===== config.mk =====
export PLATFORM = sky130hd
export DESIGN_NAME = wb_arbiter_flat
export DESIGN_NICKNAME = d
export VERILOG_FILES = /design/src/rtl/wb_pkg.sv /design/src/rtl/wb_arbiter_if.sv /design/src/rtl/rr_arbiter.sv /design/src/rtl/wb_arbiter.sv /design/src/flat_wrapper.sv
export SDC_FILE = /design/constraint.sdc
export NUM_CORES = 1
export LEC_CHECK = 0
export ABC_AREA = 1
export CORE_ASPECT_RATIO = 0.5
export CORE_MARGIN = 1.5
export CORE_UTILIZATION = 40
export DETAILED_ROUTE_END_ITERATION = 8
export PLACE_DENSITY = 0.89
export SLEW_MARGIN = 20
export SYNTH_ARGS = -nofsm -noshare
export SYNTH_HDL_FRONTEND = slang
export SYNTH_SLANG_ARGS = --single-unit

===== constraint.sdc =====
create_clock -name clk -period 2.85 [get_ports clk]
set_input_delay 0.7125 -clock clk [delete_from_list [all_inputs] [get_ports clk]]
set_output_delay 0.7125 -clock clk [all_outputs]
set_load 0.01 [all_outputs]

===== src/rtl/wb_pkg.sv =====
// Shared definitions for the register-file write-back arbiter: requester
// indices and the packed request payload.
package wb_pkg;

  localparam int WB_NREQ = 3;

  localparam int WB_ALU = 0;
  localparam int WB_LSU = 1;
  localparam int WB_FPU = 2;

  typedef struct packed {
    logic [4:0]  rd;
    logic        isf;
    logic [31:0] data;
  } wb_req_t;

endpackage


===== src/rtl/wb_arbiter_if.sv =====
// Write-back request bundle between the execution units and the arbiter.
// Slice i of each vector belongs to requester i.
interface wb_arbiter_if #(
  parameter int NREQ = 3
);

  logic [NREQ-1:0]    req_valid;
  logic [5*NREQ-1:0]  req_rd;
  logic [NREQ-1:0]    req_isf;
  logic [32*NREQ-1:0] req_data;
  logic [NREQ-1:0]    req_ready;

  modport master (
    output req_valid, req_rd, req_isf, req_data,
    input  req_ready
  );

  modport slave (
    input  req_valid, req_rd, req_isf, req_data,
    output req_ready
  );

endinterface


===== src/rtl/rr_arbiter.sv =====
// Round-robin arbiter: grants the first requesting index at or after ptr,
// and moves ptr just past the winner whenever a grant is taken.
module rr_arbiter #(
  parameter int N = 3
) (
  input  logic         clk,
  input  logic         rst,
  input  logic [N-1:0] req,
  input  logic         advance,
  output logic [N-1:0] gnt
);

  localparam int PW = (N > 1) ? $clog2(N) : 1;

  logic [PW-1:0] ptr;
  logic [PW-1:0] nxt;
  int            idx;

  // Scan from the farthest offset down so the nearest requester wins.
  always_comb begin
    gnt = '0;
    nxt = ptr;
    idx = 0;
    for (int k = N - 1; k >= 0; k--) begin
      idx = int'(ptr) + k;
      if (idx >= N) idx = idx - N;
      if (req[idx]) begin
        gnt      = '0;
        gnt[idx] = 1'b1;
        nxt      = (idx == N - 1) ? '0 : PW'(idx + 1);
      end
    end
  end

  always_ff @(posedge clk or negedge rst) begin
    if (!rst) begin
      ptr <= '0;
    end else if (advance) begin
      ptr <= nxt;
    end
  end

endmodule


===== src/rtl/wb_arbiter.sv =====
// Write-back arbiter: round-robin selection among execution units feeding a
// registered single write port of the integer/float register file.
module wb_arbiter
  import wb_pkg::*;
#(
  parameter int NREQ = WB_NREQ,
  parameter int CNTW = 16
) (
  input  logic            clk,
  input  logic            rst,
  wb_arbiter_if.slave     bus,
  input  logic            hold,
  output logic            RegWrite,
  output logic [4:0]      WriteReg,
  output logic [31:0]     WriteData,
  output logic            writef,
  output logic [CNTW-1:0] contention
);

  function automatic logic [CNTW-1:0] sat_inc(input logic [CNTW-1:0] v);
    return (&v) ? v : v + 1'b1;
  endfunction

  function automatic logic is_x0(input wb_req_t r);
    return (r.rd == 5'd0) && !r.isf;
  endfunction

  logic [NREQ-1:0] cand_p0;
  logic [NREQ-1:0] gnt_p0;
  logic            vld_p0;
  wb_req_t         sel_p0;
  logic            busy_p0;

  // Stage 0: combinational grant; nothing is offered while frozen or in reset.
  assign cand_p0       = bus.req_valid & {NREQ{~hold & rst}};
  assign vld_p0        = |gnt_p0;
  assign bus.req_ready = gnt_p0;
  assign busy_p0       = !hold && ($countones(bus.req_valid) >= 2);

  rr_arbiter #(
    .N (NREQ)
  ) u_rr (
    .clk     (clk),
    .rst     (rst),
    .req     (cand_p0),
    .advance (vld_p0),
    .gnt     (gnt_p0)
  );

  always_comb begin
    sel_p0 = '0;
    for (int i = 0; i < NREQ; i++) begin
      if (gnt_p0[i]) begin
        sel_p0 = {bus.req_rd[5*i +: 5], bus.req_isf[i], bus.req_data[32*i +: 32]};
      end
    end
  end

  // Stage 1: register-file write port.
  always_ff @(posedge clk or negedge rst) begin
    if (!rst) begin
      RegWrite  <= 1'b0;
      WriteReg  <= '0;
      WriteData <= '0;
      writef    <= 1'b0;
    end else begin
      RegWrite <= vld_p0 && !is_x0(sel_p0);
      if (vld_p0) begin
        WriteReg  <= sel_p0.rd;
        WriteData <= sel_p0.data;
        writef    <= sel_p0.isf;
      end
    end
  end

  always_ff @(posedge clk or negedge rst) begin
    if (!rst) begin
      contention <= '0;
    end else if (busy_p0) begin
      contention <= sat_inc(contention);
    end
  end

endmodule


===== src/flat_wrapper.sv =====
// flat-port wrapper written by rule: the top's interface ports become plain ports
module wb_arbiter_flat import wb_pkg::*;
#(
  parameter int NREQ = WB_NREQ,
  parameter int CNTW = 16
)
  (clk, rst, hold, RegWrite, WriteReg, WriteData, writef, contention, bus_req_valid, bus_req_rd, bus_req_isf, bus_req_data, bus_req_ready);
  wb_arbiter_if #(.NREQ(NREQ)) bus_i ();
  input  logic clk;
  input  logic rst;
  input  logic hold;
  output logic RegWrite;
  output logic [4:0] WriteReg;
  output logic [31:0] WriteData;
  output logic writef;
  output logic [CNTW-1:0] contention;
  input wire logic [$bits(bus_i.req_valid)-1:0] bus_req_valid;
  input wire logic [$bits(bus_i.req_rd)-1:0] bus_req_rd;
  input wire logic [$bits(bus_i.req_isf)-1:0] bus_req_isf;
  input wire logic [$bits(bus_i.req_data)-1:0] bus_req_data;
  output wire logic [$bits(bus_i.req_ready)-1:0] bus_req_ready;
  assign bus_i.req_valid = bus_req_valid;
  assign bus_i.req_rd = bus_req_rd;
  assign bus_i.req_isf = bus_req_isf;
  assign bus_i.req_data = bus_req_data;
  assign bus_req_ready = bus_i.req_ready;
  wb_arbiter #(.NREQ(NREQ), .CNTW(CNTW)) u_core (.clk(clk), .rst(rst), .bus(bus_i), .hold(hold), .RegWrite(RegWrite), .WriteReg(WriteReg), .WriteData(WriteData), .writef(writef), .contention(contention));
endmodule

==> out/qor.txt <==
CTS Hold Bufs -> 0
Hold Vio Cnt, Final -> 0
Vias in the first global route -> 3717
TritonRoute pass-1 iters -> 4
DR vias -> 3813
Outcome -> finished clean
Final Max Tran Viols -> 0
Mapped cell area -> 3400 µm²
Power density over cell area -> 1290 nW/µm²
Critical path arrival -> 2.04 ns
Leak -> 2.70 nW
Register area -> 1430 µm²
Clock sink count -> 57
Nets -> 781
Sequential share of power -> 19.4%
CTS tree -> yes
Period utilization -> 96.7%
Max Cap Viol -> 0
Synthesis-stage register bit count -> 57
GPL Wtd Cong -> 0.946
Area grow syn2layout -> 68.8%
Final ANT Viol Nets -> 0
H-tree levels -> 3
Tot GR Track Use -> 24.8%
Root buffer cell -> clkbuf_16
Yosys cell types -> 27
Die H -> 68.2 µm
CP max FO -> 5
Combinational power share -> 67.4%
Worst-Skew Late Latency -> 0.32 ns
Worst slew pin tran -> 0.523 ns
Site row count -> 23
Largest net degree at the start of global routing -> 46
Antenna violations before repair -> 0
Worst slew margin -> 65.1%
Mean number of vias per cell -> 4.94
I/O pin total -> 178
Layout cell share with drive strength beyond 1 -> 9.55%
Grt total ovfl -> 0
Clk buf depth -> 2
Port Buffers -> 177
Detailed Route WL -> 11.4 mm
Cell-internal power -> 4.02 mW
Yosys warns -> 0
Routed len/inst -> 14.7 µm
Design Power -> 7.40 mW
Mapped Nets -> 590
Post-Syn Instances -> 464
Switching Fraction -> 45.6%
First-pass GRT wire length -> 17.6 mm
CORE AREA -> 8120 µm²
Sequential share of the synthesized area -> 42.0%
Setup violators final -> 0
Multi-input gate area -> 1790 µm²
Num CTS Buffers -> 9
Net Sw Power -> 3.38 mW
# DRC -> 0
Worst-path clk slew -> 0.05 ns
Fin Clk Skew -> 0.00619 ns
Chip width -> 133 µm
Dpl cell area -> 5410 µm²
Worst hold slack -> 0.478 ns
Data required, critical path -> 2.14 ns
FILL cells -> 627
Starting Density -> 41.9%
Clock period minus worst slack -> 2.75 ns
CP Class -> reg2out
Clk pwr share -> 13.3%
Worst VDD drop -> 0.000759 V
Hpwl dp -> 8.35 mm
Startpoint Class -> flop
Hold Crit Class -> reg2reg
Final instance area -> 5740 µm²
CP Capture Type -> output pin
Post-Synthesis Mean Instance Area -> 7.32 µm²
Inserted Diodes -> 0
Fmax achieved -> 363 MHz
Die Area -> 9090 µm²
Initial drt markers -> 197
critical path, stage by stage (launching register included):
cell     delay, ns
dfrtp_1       0.40
inv_1         0.12
ha_2          0.33
inv_1         0.09
nand4_1       0.10
nand3_2       0.11
nand2_2       0.10
nand2_2       0.11
nand2_1       0.05
nand2_1       0.08
nand2_2       0.10
buf_6         0.14
synth_stat cells (all sizes together):
master / number / share of area (%)
a21oi: 7 / 1.0
buf: 14 / 2.7
clkbuf: 8 / 0.88
dfrtp: 57 / 42
ha: 6 / 2.2
inv: 29 / 3.2
nand2: 209 / 24
nand3: 53 / 8.0
nand4: 5 / 0.92
nor2: 11 / 1.2
nor3: 7 / 1.4
nor4: 2 / 0.37
nor4b: 1 / 0.26
o211ai: 32 / 7.1
o21ai: 8 / 1.5
o31ai: 1 / 0.22
xnor2: 4 / 1.0
xor2: 10 / 2.6
cells by family (layout without fill, tap and decap cells):
logic type      Yosys count  count (layout)  share of synthesized area [%]
xor+xnor                 14              14                           3.61
simple gates            288             288                           35.6
buf+inv                  51             247                           6.74
flops                    57              57                           42.0
compound gates           48              48                           9.83
fa+ha+maj                 6               6                           2.21
area by class of cell:
class                      instances  share of cell area (%)
timing repair buffer             202                    34.8
multi-input combinational        356                    31.2
clock inverter                     3                   0.262
clock buffer                      13                    4.54
sequential                        57                    24.9
inverter                          29                    1.90
tap                              112                    2.44
registers in the layout, indices dropped and copies added (netlist names):
| name | flops |
|---|---|
| u_core.RegWrite | 1 |
| u_core.WriteData | 32 |
| u_core.WriteReg | 5 |
| u_core.contention | 16 |
| u_core.u_rr.ptr | 2 |
| u_core.writef | 1 |
repair_timing:
item,4_1_cts,5_1_grt
buffers inserted,2,0
setup endpoints to repair,3,44
pin swaps,3,1
endpoints found under the hold margin,0,0
gates resized for setup,19,7
worst paths after layout:
path / endpoint / cells past startpoint / slack (ns) / from
worst min register to register: u_core.WriteReg[4]$_DFFE_PN0P_ / 2 / 0.48 / u_core.WriteReg[4]$_DFFE_PN0P_
max in group asynchronous: u_core.writef$_DFFE_PN0P_ / 2 / 1.87 / rst
min in group asynchronous: u_core.WriteData[15]$_DFFE_PN0P_ / 2 / 0.54 / rst
worst max register to register: u_core.WriteData[22]$_DFFE_PN0P_ / 14 / 0.17 / u_core.u_rr.ptr[0]$_DFFE_PN0P_
worst max-delay path: bus_req_ready[0] / 11 / 0.1 / u_core.u_rr.ptr[0]$_DFFE_PN0P_
worst min-delay path: u_core.WriteReg[4]$_DFFE_PN0P_ / 2 / 0.48 / u_core.WriteReg[4]$_DFFE_PN0P_
per-layer routing:
| metal | GRT usage [%] | wire length [µm] | up-vias |
|---|---|---|---|
| met5 | 0 | 0 | - |
| met4 | 10.3 | 223 | 0 |
| met3 | 5.63 | 685 | 21 |
| met2 | 44.9 | 5810 | 111 |
| met1 | 29.3 | 4660 | 1778 |
| li1 | - | - | 1903 |
metrics by stage:
step	cells	util, %	setup TNS, ns	worst slack (ns)
final	772	70.7	0	0.0954
after global routing	772	70.7	-0.0108	-0.0108
after CTS	773	70.5	0	0.0135
after detailed placement	755	66.7	-9.92	-0.388
after global placement	755	66.7	-7.83	-0.354
after floorplan	464	-	0	0.272
power groups by stage:
stage               Clock [mW]  Combinational (mW)  Sequential [mW]
floorplan                    0                2.90             1.56
global placement             0                4.75             1.42
detailed placement           0                4.90             1.43
CTS                       1.00                4.97             1.43
global route              1.04                5.53             1.47
finish                   0.983                4.99             1.43
layout by cell type, fill, tap and decap left out, types with 6 or more instances in the layout:
master	Yosys	routed
nor3_1	6	6
dfrtp_1	57	57
nor2_1	11	11
nand2_1	205	203
clkdlybuf4s50_1	0	169
clkbuf_16	0	9
buf_4	3	21
o211ai_1	32	32
inv_1	25	25
nand3_1	52	49
a21oi_1	7	7
xor2_1	10	10
Power figures use the tool's default switching activity.
